**src/rtl/sum_accumulator_pkg.sv**
```systemverilog
// Shared definitions for sum_accumulator: FSM encoding, default widths and the
// saturation constant.
package sum_accumulator_pkg;

  typedef enum logic [1:0] {
    IDLE  = 2'd0,
    ACCUM = 2'd1,
    DONE  = 2'd2
  } state_t;

  localparam int DEFAULT_DATA_W = 8;
  localparam int DEFAULT_ACC_W  = 16;
  localparam int CNT_W          = 8;

  localparam logic [DEFAULT_ACC_W-1:0] SAT_VALUE = '1;

endpackage : sum_accumulator_pkg

```
**src/rtl/sum_accumulator_add_sat.sv**
```systemverilog
// Combinational accumulator adder with carry-out overflow flag.
// Clamps to all-ones on overflow when SUM_ACCUMULATOR_SATURATE_EN is defined.
module acc_add_sat #(
  parameter int ACC_W = 16
) (
  input  logic [ACC_W-1:0] a,
  input  logic [ACC_W-1:0] b,
  output logic [ACC_W-1:0] sum,
  output logic             ovf
);

  logic [ACC_W:0] full;

  always_comb begin
    full = {1'b0, a} + {1'b0, b};
    ovf  = full[ACC_W];
`ifdef SUM_ACCUMULATOR_SATURATE_EN
    sum  = ovf ? '1 : full[ACC_W-1:0];
`else
    sum  = full[ACC_W-1:0];
`endif
  end

endmodule : acc_add_sat

```
**src/rtl/sum_accumulator.sv**
```systemverilog
// Accumulates COUNT adder results ({co, sum}) into an ACC_W-bit frame total.
// Optional saturation: define SUM_ACCUMULATOR_SATURATE_EN.
import sum_accumulator_pkg::*;

module sum_accumulator #(
  parameter int DATA_W = DEFAULT_DATA_W,
  parameter int ACC_W  = DEFAULT_ACC_W,
  parameter int COUNT  = 4
) (
  input  logic              clock,
  input  logic              reset_n,
  input  logic              clear,
  input  logic              in_valid,
  output logic              in_ready,
  input  logic [DATA_W-1:0] in_sum,
  input  logic              in_co,
  output logic              out_valid,
  input  logic              out_ready,
  output logic [ACC_W-1:0]  out_total,
  output logic              out_overflow
);

  localparam logic [CNT_W-1:0] COUNT_L = CNT_W'(COUNT);

  state_t             state_q, state_d;
  logic [ACC_W-1:0]   acc_q, acc_d;
  logic [CNT_W-1:0]   cnt_q, cnt_d;
  logic               ovf_q, ovf_d;

  logic               accept;
  logic [ACC_W-1:0]   sample;
  logic [ACC_W-1:0]   add_a;
  logic [ACC_W-1:0]   add_sum;
  logic               add_ovf;
  logic [CNT_W-1:0]   cnt_inc;

  assign in_ready     = (state_q != DONE);
  assign out_valid    = (state_q == DONE);
  assign out_total    = out_valid ? acc_q : '0;
  assign out_overflow = out_valid & ovf_q;

  assign accept  = in_valid & in_ready;
  assign sample  = ACC_W'({in_co, in_sum});
  assign cnt_inc = cnt_q + 1'b1;
  // A frame starts from zero, so the first sample goes through the adder too.
  assign add_a   = (state_q == IDLE) ? '0 : acc_q;

  acc_add_sat #(.ACC_W(ACC_W)) u_add (
    .a   (add_a),
    .b   (sample),
    .sum (add_sum),
    .ovf (add_ovf)
  );

  always_comb begin
    // NOTE: every output of this block is defaulted first so no latch is inferred.
    state_d = state_q;
    acc_d   = acc_q;
    cnt_d   = cnt_q;
    ovf_d   = ovf_q;

    unique case (state_q)
      IDLE: begin
        if (accept) begin
          acc_d   = add_sum;
          cnt_d   = CNT_W'(1);
          ovf_d   = 1'b0;
          state_d = (COUNT_L == CNT_W'(1)) ? DONE : ACCUM;
        end
      end
      ACCUM: begin
        if (accept) begin
          acc_d = add_sum;
          cnt_d = cnt_inc;
          ovf_d = ovf_q | add_ovf;
          if (cnt_inc == COUNT_L) state_d = DONE;
        end
      end
      DONE: begin
        if (out_ready) begin
          state_d = IDLE;
          acc_d   = '0;
          cnt_d   = '0;
        end
      end
      default: state_d = IDLE;
    endcase

    // Abort wins over any coincident accept or output handshake.
    if (clear) begin
      state_d = IDLE;
      acc_d   = '0;
      cnt_d   = '0;
      ovf_d   = 1'b0;
    end
  end

  always_ff @(posedge clock) begin
    // NOTE: state registers use non-blocking assignments so all flops update together.
    if (!reset_n) begin
      state_q <= IDLE;
      acc_q   <= '0;
      cnt_q   <= '0;
      ovf_q   <= 1'b0;
    end else begin
      state_q <= state_d;
      acc_q   <= acc_d;
      cnt_q   <= cnt_d;
      ovf_q   <= ovf_d;
    end
  end

endmodule : sum_accumulator

```
**config.mk**
```make
export PLATFORM = sky130hd
export DESIGN_NAME = sum_accumulator
export DESIGN_NICKNAME = d
export VERILOG_FILES = /design/src/rtl/sum_accumulator_pkg.sv /design/src/rtl/sum_accumulator_add_sat.sv /design/src/rtl/sum_accumulator.sv
export SDC_FILE = /design/constraint.sdc
export NUM_CORES = 1
export LEC_CHECK = 0
export BUFFER_PORTS_ARGS = -buffer_cell sky130_fd_sc_hd__buf_2
export CAP_MARGIN = 20
export CORE_MARGIN = 5
export CORE_UTILIZATION = 60
export DETAILED_ROUTE_END_ITERATION = 8
export PLACE_DENSITY = 0.85
export RECOVER_POWER = 50
export SLEW_MARGIN = 10
export SYNTH_ARGS = -nofsm -noshare
export SYNTH_HDL_FRONTEND = slang
export SYNTH_SLANG_ARGS = --single-unit
```
**constraint.sdc**
```tcl
create_clock -name clock -period 5.3 [get_ports clock]
set_clock_uncertainty 0.05 [all_clocks]
set_input_delay 0 -clock clock [delete_from_list [all_inputs] [get_ports clock]]
set_output_delay 0 -clock clock [all_outputs]
set_load 0.01 [all_outputs]
```
* Word level (Yosys, flattened, before mapping)
Cells that the tools add are included.
** Cells by class
- Add/sub/neg operators :: 2
- Equal/unequal tests :: 9
- Reduce and logical (&&, ||, !) cells :: 10
- Mux-type cells :: 17
- Bitwise logic cells :: 4
** Operators with widths (count)
- $mux 16 :: 4
- $pmux 16 s2 :: 1
- $mux 8 :: 3
- $pmux 8 s3 :: 1
- $add 16x9->17 :: 1
- $add 8x1->8 const B :: 1
- $eq 8x3->1 const B :: 1
- $mux 2 :: 4
- $ne 2x2->1 const B :: 4
- $reduce_and 4->1 :: 2
- $pmux 2 s3 :: 1
- $reduce_and 3->1 :: 2
- $ne 2x1->1 const B :: 2
- $reduce_bool 2->1 :: 2
- $reduce_or 2->1 :: 2
- $reduce_bool 3->1 :: 1
- $and 1x1->1 :: 2
- $eq 2x1->1 const B :: 1
- $eq 2x2->1 const B :: 1
- $logic_not 2->1 :: 1
- $mux 1 :: 2
- $pmux 1 s2 :: 1
- $not 1->1 :: 1
- $or 1x1->1 :: 1
** Word-level totals
- Flip-flop bits (word level) :: 27
- Word-level logic and storage cells :: 46

* Depth between registers and ports, before layout
Gate-level depths: netlist (run 1).
- Depth after elaboration :: 6
- Mapped depth :: 13

* By module
A second synthesis (run 1) with hierarchy kept.
** Second synthesis, totals
- Cells, all modules :: 315
- Area, all modules :: 2464.9 um^2
** By module, submodules not included
- sum_accumulator :: times used 1, sequential area each 540.5 um^2, cells each 205, area an instance 1609.0 um^2
- acc_add_sat :: times used 1, sequential area each 0.0 um^2, cells each 110, area an instance 855.8 um^2

* Worst setup path before layout (run 1)
No wires, ideal clock.
- Path type :: register -> register
- Start :: register state_q[0]
- End :: register acc_q[15]
- Arrival :: 2497 ps
- Path slack :: 2633 ps
- Clock period less this slack :: 2667 ps
- Library setup time :: 120 ps
- Stages on the path, launching flop included :: 12
- Data required time :: 5130 ps
- Path buffers :: 1
- Cells stage by stage :: dfxtp_1 -> inv_1 -> ha_1 -> clkbuf_1 -> nor2b_1 -> ha_1 -> a21oi_1 -> nor2b_1 -> a311o_1 -> a21o_1 -> and4b_1 -> a211o_1
** On the way
- Cells in the longest elaborated chain, start to end :: 5
** RTL lines
- start, declared :: line sum_accumulator.sv:25 : state_t state_q, state_d;
- start signal, assigned :: line sum_accumulator.sv:106 : state_q <= state_d;
- $logic_not 2->1 :: line sum_accumulator.sv:46, sum_accumulator.sv:62
- $mux 16 :: line sum_accumulator.sv:46 : assign add_a = (state_q == IDLE) ? '0 : acc_q;
- $add 16x9->17 :: line sum_accumulator_add_sat.sv:15 : full = {1'b0, a} + {1'b0, b};
- $mux 16 :: line sum_accumulator.sv:64, sum_accumulator.sv:72
- $pmux 16 s2 :: line sum_accumulator.sv:62 : unique case (state_q)
- end signal, assigned :: line sum_accumulator.sv:102 : acc_q <= '0;
- end signal, assigned :: line sum_accumulator.sv:107 : acc_q <= acc_d;
- end, declared :: line sum_accumulator.sv:26 : logic [ACC_W-1:0] acc_q, acc_d;
Several ways; a longest one is shown, not always the timed one. The select of a mux whose other input is x is not followed.
A chain may end at the register's enable or synchronous reset.

* Worst setup path after layout (run 1)
- Start :: register state_q[1]
- End :: register acc_q[15]
Same word-level chain as after synthesis.

==> summary.txt, run 1 <==
Status
  – Status: finished clean

Timing
  – Slew Viols, Final: 0
  – Unrepaired setup endpoints after global routing: false
  – Final hold violations: 0
  – Final setup fails: 0
  – WHS: 0.00180 ns
  – Sum Neg Setup Slack: 0 ns
  – Final period utilization: 0.606
  – Fmax: 0.311 GHz
  – Tmin final: 3.21 ns
  – Max_slew headroom: 0.522
  – Measured slew at the worst slew-check pin: 0.717 ns

Floorplanning
  – Die W: 66.7 µm
  – Initial Util: 0.626
  – Die ar.: 4440 µm²
  – # IOs: 33
  – Core area: 3080 µm²
  – Rows: 20
  – Chip height: 66.7 µm

Layout
  – Fin nets: 299
  – Fillers: 294
  – Fin area: 2100 µm²
  – Antenna diodes: 0
  – Share of cells above drive strength 1: 0.123
  – Area Growth Syn to Fin: 9.23%

Synth
  – Combinational family with the most area after synthesis: simple AND/OR/NAND/NOR gates
  – Library cells used by synthesis: 52
  – Syn Std Cell Area: 1930 µm²
  – Async SR Flop Fraction: 0
  – Syn_area_per_cell: 7.99 µm²
  – Syn Nets: 270
  – Post-synthesis compound-gate area fraction: 0.241
  – Simple-gate share of the synthesized area: 0.314
  – Post-synthesis xor/xnor area fraction: 0.0227
  – YS warnings: 0
  – Top FF cell, synth: dfxtp_1
  – Flops & latches, synth: 27
  – Post-Synth Adder-Cell Area: 0.101
  – Mapped Cells: 241
  – Portion of netlist area occupied by mux cells: 0
  – Post-synth EDFFs: 0
  – Sequential element share of the synthesized area: 0.281

Clock network
  – Clock tree from TritonCTS: built
  – Inserted Clock Buffers: 3
  – # H-tree levels: 1
  – CTS Hold Bufs: 0
  – Clock transition at path regs: 0.15 ns
  – Setup bufs post-CTS: 0
  – Bufs on Longest Clock Path: 2
  – CTS root buffer: clkbuf_4
  – Worst-Skew Late Latency: 0.33 ns
  – Num Clock Sinks: 27
  – Gates resized, CTS repair: 0

Hold path
  – Worst hold start: clear
  – Hold Crit Class: in -> reg

Drt
  – Number of remaining DRC errors: 0
  – DRT Pass-1 Iters: 4
  – Antenna viol nets, final: 0
  – DR WL/cell: 14.2 µm
  – Via Count: 1863
  – Drt via density: 5.95
  – Total wire length: 4450 µm
  – 1st-iter DRT viols: 106

Placement
  – Area after DPL: 2110 µm²
  – DPL Wire Length: 3350 µm
  – Number of buffers added on ports: 32
  – Routability Congestion: 0.899

Global routing
  – GR Layer Usage met3: 0.0320
  – Met1 usage: 0.260
  – Gr usage total: 0.219
  – GR peak layer: met2
  – First-pass GRT wire length: 7600 µm
  – Grt met2 use: 0.401
  – Vias in the first global route: 1698
  – Gr ovfl total: 0
  – Largest net degree at the start of global routing: 22
  – Initial antenna violation count: 0

Power
  – P_leak: 0.849 nW
  – Max VDD drop: 83.5 µV
  – Power per cell area: 165 nW/µm²
  – Comb power frac: 0.133
  – Power consumption: 0.347 mW
  – Sequential Power Share: 0.601
  – P_int: 0.254 mW
  – Sw Pwr: 0.0933 mW
  – Net Sw Frac: 0.269
  – Clock power share: 0.266

Worst setup path
  – CP delay by family, top: compound AO/OA/AOI/OAI gates
  – Worst-path fanout max: 15
  – Startpoint types: flop
  – Bufs and invs on worst path: 3
  – Slowest stage delay, CP: 0.54 ns
  – Critical Path Sink Type: flop
  – Worst r2r src: state_q[1]
  – WS Path Type: reg -> reg
  – CP required: 5.49 ns
  – Critical Path, Cell by Cell: inv_1 -> ha_1 -> inv_1 -> nand2_1 -> inv_1 -> ha_1 -> a21oi_1 -> nor2b_1 -> a311o_1 -> a21o_1 -> and4b_1 -> a211o_1
  – Slowest cell on crit path: ha_1
  – Most used cell along the critical path: inv_1
  – R2R setup slack: 2.09 ns
  – Critical Path Start: state_q[1]
  – Data arrival, critical path: 3.41 ns

Flow run
  – Max cap viols: 0
-- power groups by stage --
stage | Sequential [mW] | Clock, mW | Combinational [mW]
4_1_cts | 0.209 | 0.0917 | 0.0473
6_report | 0.209 | 0.0923 | 0.0461
5_1_grt | 0.210 | 0.105 | 0.0513
3_5_place_dp | 0.213 | 0 | 0.0470
2_1_floorplan | 0.213 | 0 | 0.0342
3_3_place_gp | 0.213 | 0 | 0.0460
-- cells in the final DEF, fill, tap and decap left out, drive strengths merged, types with 5 or more instances in the layout --
cell type	Yosys	final
dfxtp	27	27
nor2	21	21
buf	1	19
clkbuf	7	17
nand2	16	16
a21oi	16	16
and2	16	16
nor2b	15	15
o21ai	14	14
ha	14	14
inv	12	12
nand3	8	8
a31oi	7	7
a21o	5	5
-- layout make-up --
| cell class | instances | area (µm²) | share of cell area |
|---|---|---|---|
| clock buffer | 4 | 26.3 | 0.0125 |
| inverter | 12 | 45.0 | 0.0214 |
| multi-input combinational | 194 | 1290 | 0.615 |
| sequential | 27 | 541 | 0.257 |
| tap | 44 | 55.1 | 0.0262 |
| timing repair buffer | 32 | 144 | 0.0684 |
-- path summary, 6_finish.rpt --
check                           depth (start not counted)   endpoint
worst max-delay path                                   12  acc_q[15]
worst min-delay path                                    3   cnt_q[3]
worst max register to register                         12  acc_q[15]
worst min register to register                          2   acc_q[7]
-- cell families (layout without fill, tap and decap cells) --
logic type / count (synthesis) / count (layout)
AOI/OAI and AO/OA: 68 / 68
adders and majority gates: 15 / 15
DFF: 27 / 27
buffers and inverters: 20 / 48
xor gates and xnor gates: 5 / 5
and+or+nand+nor: 106 / 106
-- sequential cells by signal, indices dropped and copies added (netlist names) --
register / flops
state_q: 2
acc_q: 16
cnt_q: 8
ovf_q: 1
-- layer usage --
| layer | vias up | part of all wire |
|---|---|---|
| met5 | - | 0 |
| met4 | 0 | 0.010 |
| met3 | 5 | 0.046 |
| met2 | 47 | 0.50 |
| met1 | 876 | 0.44 |
| li1 | 935 | - |
-- per-stage QoR --
stage,util,worst slack [ns],cells
2_1_floorplan,-,2.63,241
3_3_place_gp,0.685,2.24,309
3_5_place_dp,0.685,2.08,309
4_1_cts,0.693,2.05,313
5_1_grt,0.683,1.85,313
6_report,0.683,2.09,313
-- cells in the mapped netlist (2+ instances only) --
cell type  count  share of area
nor2b_1       14          0.045
nand2b_1       4          0.013
nand2_1       16          0.031
and2_1        16          0.052
nand3_1        8          0.021
or2_2          3         0.0097
a211o_1        2         0.0091
o31ai_1        2         0.0078
xor2_1         4          0.018
a22oi_1        4          0.016
dfxtp_1       27           0.28
ha_1          14          0.091
a21o_1         5          0.019
nor3_1         3         0.0078
or3b_2         3          0.014
a41oi_1        3          0.014
a31oi_1        6          0.019
a21boi_0       3          0.012
and3_1         4          0.013
o21ai_0       14          0.036
clkbuf_1       6          0.012
nor2_1        20          0.039
a21oi_1       16          0.042
and4_1         3          0.014
inv_1         12          0.023
o211ai_1       2         0.0078
nand4b_1       2         0.0091
-- worst register-to-register path: stages, from the launching register on --
cell and delay (ns):
dfxtp_1 0.39, inv_1 0.10, ha_1 0.54, inv_1 0.24
nand2_1 0.16, inv_1 0.06, ha_1 0.27, a21oi_1 0.14
nor2b_1 0.07, a311o_1 0.41, a21o_1 0.26, and4b_1 0.22
a211o_1 0.22
No activity file was read; power rests on OpenSTA's default activity.
==> run 2, diff against run 1 <==
--- a/config.mk
+++ b/config.mk
@@ -8,9 +8,9 @@
 export BUFFER_PORTS_ARGS = -buffer_cell sky130_fd_sc_hd__buf_2
 export CAP_MARGIN = 20
 export CORE_MARGIN = 5
-export CORE_UTILIZATION = 60
+export CORE_UTILIZATION = 51
 export DETAILED_ROUTE_END_ITERATION = 8
-export PLACE_DENSITY = 0.85
+export PLACE_DENSITY = 0.76
 export RECOVER_POWER = 50
 export SLEW_MARGIN = 10
 export SYNTH_ARGS = -nofsm -noshare
==> constraint.sdc (replaced) <==
create_clock -name clock -period 2.6 [get_ports clock]
set_clock_uncertainty 0.05 [all_clocks]
set_input_delay 0 -clock clock [delete_from_list [all_inputs] [get_ports clock]]
set_output_delay 0 -clock clock [all_outputs]
set_load 0.01 [all_outputs]
==> run 2 against run 1 <==
Against the previous run:
- non-clock buffer count is 15 higher
- critical path depth is 1 lower
- global-route usage is 3.3 points lower
- largest cell class unchanged
- total power is 130% higher
==> summary.txt, run 2 (same netlist as run 1, synthesis figures left out) <==
Power
  – Net Sw Frac: 0.268
  – Comb power frac: 0.145
  – Clock power share: 0.318
  – Power per cell area: 342 nW/µm²
  – Sequential Power Share: 0.537
  – P_leak: 0.992 nW
  – P_int: 0.580 mW
  – Sw Pwr: 0.212 mW
  – Power consumption: 0.792 mW
  – Max VDD drop: 233 µV

Layout
  – Fillers: 340
  – Multi-input gate area: 1340 µm²
  – Largest registers in the final layout: acc_q x16, cnt_q x8, state_q x2
  – Area Growth Syn to Fin: 20.1%
  – Antenna diodes: 0
  – Reg with most FFs: acc_q
  – Share of cells above drive strength 1: 0.250
  – Leading cell type in the layout, fill and taps excluded: buf_2
  – Highest-count cells in the layout ignoring fill and taps: buf_2 (31), dfxtp_1 (25), nor2_1 (20), nand2_1 (16), and2_1 (16)
  – Storage element area: 543 µm²
  – Fin area: 2310 µm²
  – Fin nets: 314
  – Max FFs per register: 16

Timing
  – Slew Viols, Final: 0
  – Final setup fails: 0
  – Max_slew headroom: 0.708
  – Final hold violations: 0
  – Measured slew at the worst slew-check pin: 0.436 ns
  – Fmax: 0.401 GHz
  – Sum Neg Setup Slack: 0 ns
  – Tmin final: 2.49 ns
  – Final period utilization: 0.958

Placement
  – DPL Wire Length: 3570 µm
  – Routability Congestion: 0.872
  – Number of buffers added on ports: 32
  – Area after DPL: 2210 µm²

Global routing
  – Gr ovfl total: 0
  – Initial antenna violation count: 0
  – First-pass GRT wire length: 8000 µm
  – Vias in the first global route: 1786
  – Largest net degree at the start of global routing: 17
  – Gr usage total: 0.186

Drt
  – Total wire length: 4880 µm
  – DRT Pass-1 Iters: 4
  – Via Count: 1894
  – Antenna viol nets, final: 0
  – Drt via density: 5.70
  – Number of remaining DRC errors: 0
  – DR WL/cell: 14.7 µm
  – 1st-iter DRT viols: 153

Clock network
  – Worst-Skew Late Latency: 0.28 ns
  – Bufs on Longest Clock Path: 2
  – Clock transition at path regs: 0.11 ns
  – CTS root buffer: clkbuf_8
  – CTS Hold Bufs: 0
  – Clock tree from TritonCTS: built
  – Inserted Clock Buffers: 3
  – Num Clock Sinks: 27
  – # H-tree levels: 1

Flow run
  – Max cap viols: 0

Floorplanning
  – Die W: 71.4 µm
  – Initial Util: 0.526
  – Rows: 22
  – # IOs: 33
  – Core area: 3660 µm²
  – Die ar.: 5100 µm²
  – Chip height: 71.4 µm

Worst setup path
  – Worst-path fanout max: 6
  – CP required: 2.72 ns
  – Startpoint types: flop
  – Data arrival, critical path: 2.61 ns
  – Critical Path Sink Type: flop
  – WS Path Type: reg -> reg
  – R2R setup slack: 0.11 ns

Hold path
  – Hold Crit Class: in -> reg

Status
  – Status: finished clean
run 2: cell types whose count changed in the layout (fill, tap and decap cells not counted), sizes merged:
cell / change
buf: +27
clkbuf: -13
clkinvlp: +1
run 2: layout make-up:
cell class	count	share of cell area
clock buffers	3	0.0178
clock inverters	1	0.00324
inverters	12	0.0195
multi-input cells	194	0.580
flip-flops and latches	27	0.235
well taps	48	0.0260
repair buffers	47	0.119
run 2: final timing paths:
kind               from        end  cells past startpoint
max          state_q[0]  acc_q[15]                     11
min           in_sum[0]   acc_q[0]                      4
max reg2reg  state_q[0]  acc_q[15]                     11
min reg2reg    acc_q[8]   acc_q[8]                      2
run 2: timing repair:
| item | CTS | global route |
|---|---|---|
| setup buffers | 0 | 3 |
| gates resized for setup | 0 | 10 |
| setup endpoints to repair | 1 | 8 |
| pin swaps | 1 | 7 |
run 2: routing by layer:
metal,track usage,vias up,part of all wire
met5,0,-,0
met4,0.0501,0,0.018
met3,0.0252,6,0.053
met2,0.323,49,0.48
met1,0.241,884,0.45
li1,-,955,-
run 2: worst max-delay path, cell delays in order, from the launching register on:
cell and delay, ns:
dfxtp_2 0.36, inv_2 0.05, ha_4 0.17, buf_6 0.13, nor2b_1 0.11, ha_1 0.29, a21oi_2 0.14, nor2b_1 0.05
a311o_1 0.37, a21o_1 0.25, and4b_1 0.19, a211o_1 0.21
run 2: power groups by stage:
stage | logic, mW | registers (mW) | clock network, mW
floorplan | 0.0708 | 0.433 | 0
global placement | 0.107 | 0.434 | 0
detailed placement | 0.109 | 0.434 | 0
CTS | 0.109 | 0.425 | 0.252
global route | 0.127 | 0.427 | 0.269
finish | 0.115 | 0.425 | 0.252
run 2: stage by stage:
stage	util	worst slack, ns	instances	hold WS (ns)
6_report	0.632	0.109	332	0.0393
3_3_place_gp	0.603	0.0713	325	0.332
3_5_place_dp	0.603	0.00932	325	0.339
5_1_grt	0.632	-0.0399	332	0.0684
2_1_floorplan	-	0.0260	241	0.183
4_1_cts	0.616	0.00363	329	0.0465
==> run 3, diff against run 2 <==
--- a/config.mk
+++ b/config.mk
@@ -7,6 +7,7 @@
 export LEC_CHECK = 0
 export BUFFER_PORTS_ARGS = -buffer_cell sky130_fd_sc_hd__buf_2
 export CAP_MARGIN = 20
+export CORE_ASPECT_RATIO = 0.7
 export CORE_MARGIN = 5
 export CORE_UTILIZATION = 51
 export DETAILED_ROUTE_END_ITERATION = 8
==> run 3 against run 2 <==
Against the previous run:
- via count shrank 0.90%
- combinational power is essentially flat
- clock power shrank 4%
- maximum frequency shrank 1.5%
- global-route usage shrank 0.64 points
- critical path depth shrank 1
- worst setup slack lost 0.037 ns
- critical endpoint unchanged
==> summary.txt, run 3 (same netlist as run 1, synthesis figures left out) <==
Layout
  – Max FFs per register: 16
  – Storage element area: 541 µm²
  – Area Growth Syn to Fin: 17.2%
  – Leading cell type in the layout, fill and taps excluded: dfxtp_1
  – Multi-input gate area: 1350 µm²
  – Fin nets: 309
  – Fillers: 317
  – Largest registers in the final layout: acc_q x16, cnt_q x8, state_q x2
  – Antenna diodes: 0
  – Reg with most FFs: acc_q
  – Highest-count cells in the layout ignoring fill and taps: dfxtp_1 (27), buf_2 (23), nor2_1 (20), nand2_1 (16), a21oi_1 (15)
  – Share of cells above drive strength 1: 0.179

Timing
  – Unrepaired setup endpoints after global routing: true
  – Slew Viols, Final: 0
  – Tmin final: 2.53 ns
  – Final setup fails: 0
  – Measured slew at the worst slew-check pin: 0.695 ns
  – Final hold violations: 0
  – Sum Neg Setup Slack: 0 ns
  – Setup slack after layout: 0.0723 ns
  – Fmax: 0.396 GHz
  – Max_slew headroom: 0.537
  – Final period utilization: 0.972

Power
  – Max VDD drop: 248 µV
  – P_leak: 0.923 nW
  – Power consumption: 0.777 mW
  – Power per cell area: 344 nW/µm²

Clock network
  – Clock transition at path regs: 0.09 ns
  – CTS root buffer: clkbuf_8
  – CTS Hold Bufs: 0
  – Worst-Skew Late Latency: 0.27 ns
  – # H-tree levels: 1
  – Clock tree from TritonCTS: built
  – Bufs on Longest Clock Path: 2
  – Num Clock Sinks: 27
  – Inserted Clock Buffers: 3

Worst setup path
  – CP required: 2.72 ns
  – Critical Path Sink Type: flop
  – Reg2reg end: acc_q[15]
  – R2R setup slack: 0.07 ns
  – WS Path Type: reg -> reg
  – Data arrival, critical path: 2.65 ns
  – Startpoint types: flop
  – R2R depth: 10
  – Worst r2r src: state_q[1]
  – Worst-path fanout max: 6

Placement
  – DPL Wire Length: 3490 µm
  – Place WS: -0.00389 ns
  – Routability Congestion: 0.929
  – Number of buffers added on ports: 32

Drt
  – DR WL/cell: 14.1 µm
  – Total wire length: 4650 µm
  – Drt via density: 5.71
  – DRT Pass-1 Iters: 5
  – Via Count: 1877
  – Antenna viol nets, final: 0
  – Number of remaining DRC errors: 0
  – 1st-iter DRT viols: 113

Global routing
  – Initial antenna violation count: 0
  – Gr usage total: 0.180
  – Largest net degree at the start of global routing: 17
  – Vias in the first global route: 1585
  – First-pass GRT wire length: 7460 µm
  – Gr ovfl total: 0

Hold path
  – Worst hold start: in_sum[0]
  – Hold EP: acc_q[0]
  – Hold Crit Class: in -> reg
  – WHS Path Cells: 4

Floorplanning
  – Die W: 83.4 µm
  – # IOs: 33
  – Die ar.: 5120 µm²
  – Chip height: 61.4 µm
  – Initial Util: 0.538
  – Rows: 18
  – Core area: 3580 µm²

Flow run
  – Max cap viols: 0

Status
  – Status: finished clean
[run 3: cell types whose count changed in the layout (fill, tap and decap cells not counted), moves of 2 or more]
cell | before | now
inv_2 | 2 | 0
dfxtp_1 | 25 | 27
and2_0 | 0 | 9
dfxtp_2 | 2 | 0
buf_4 | 14 | 8
and2_1 | 16 | 7
or2_2 | 3 | 1
clkbuf_1 | 1 | 12
buf_2 | 31 | 23
inv_1 | 10 | 12
[run 3: how the worst max path moves through the flow]
stage                    start         to  slack, ns  cells past startpoint
floorplan           state_q[0]      ovf_q       0.03                     13
global placement    state_q[0]      ovf_q       0.07                     12
detailed placement  state_q[0]      ovf_q     -0.004                     12
CTS                 state_q[0]  acc_q[15]       0.01                     11
global route        state_q[0]  acc_q[15]      -0.06                     10
finish              state_q[1]  acc_q[15]       0.07                     10
[run 3: per-layer routing]
metal | GRT usage | wire [µm] | vias up
met4 | 0.0344 | 8 | 0
li1 | - | - | 947
met5 | 0 | 0 | -
met3 | 0.0414 | 456 | 2
met1 | 0.277 | 2360 | 840
met2 | 0.257 | 1820 | 88
[run 3: final cells by class]
class / instances / share of cell area
Sequential cell: 27 / 0.239
Timing Repair Buffer: 42 / 0.0959
Tap cell: 50 / 0.0277
Inverter: 12 / 0.0200
Clock buffer: 4 / 0.0200
Multi-Input combinational cell: 194 / 0.597
[run 3: worst max-delay path, cell delays in order, from the launching register on]
cell     delay, ns
dfxtp_1       0.34
inv_1         0.08
ha_4          0.18
buf_4         0.15
nor2b_1       0.11
ha_1          0.28
nor2b_1       0.17
a311o_1       0.40
a21o_1        0.24
and4b_1       0.22
a211o_1       0.21
[run 3: through the flow]
step                hold slack (ns)   util  instances  cell area, µm²
floorplan                     0.183      -        241            1930
global placement              0.340  0.610        324            2190
detailed placement            0.347  0.610        324            2190
CTS                          0.0642  0.625        328            2240
global route                 0.0861  0.630        329            2260
finish                       0.0690  0.630        329            2260
[run 3: power by group]
group	switching (mW)	internal (mW)	leakage [nW]
sequential	0.00447	0.420	0.219
combinational	0.0642	0.0476	0.682
clock	0.131	0.110	0.0228
total	0.200	0.577	0.923
[run 3: what timing repair did]
action / 4_1_cts / 5_1_grt
buffers inserted: 0 / 1
endpoints found under the setup margin: 1 / 9
pin swaps: 0 / 3
resized for setup: 1 / 5
endpoints found under the hold margin: 0 / 0
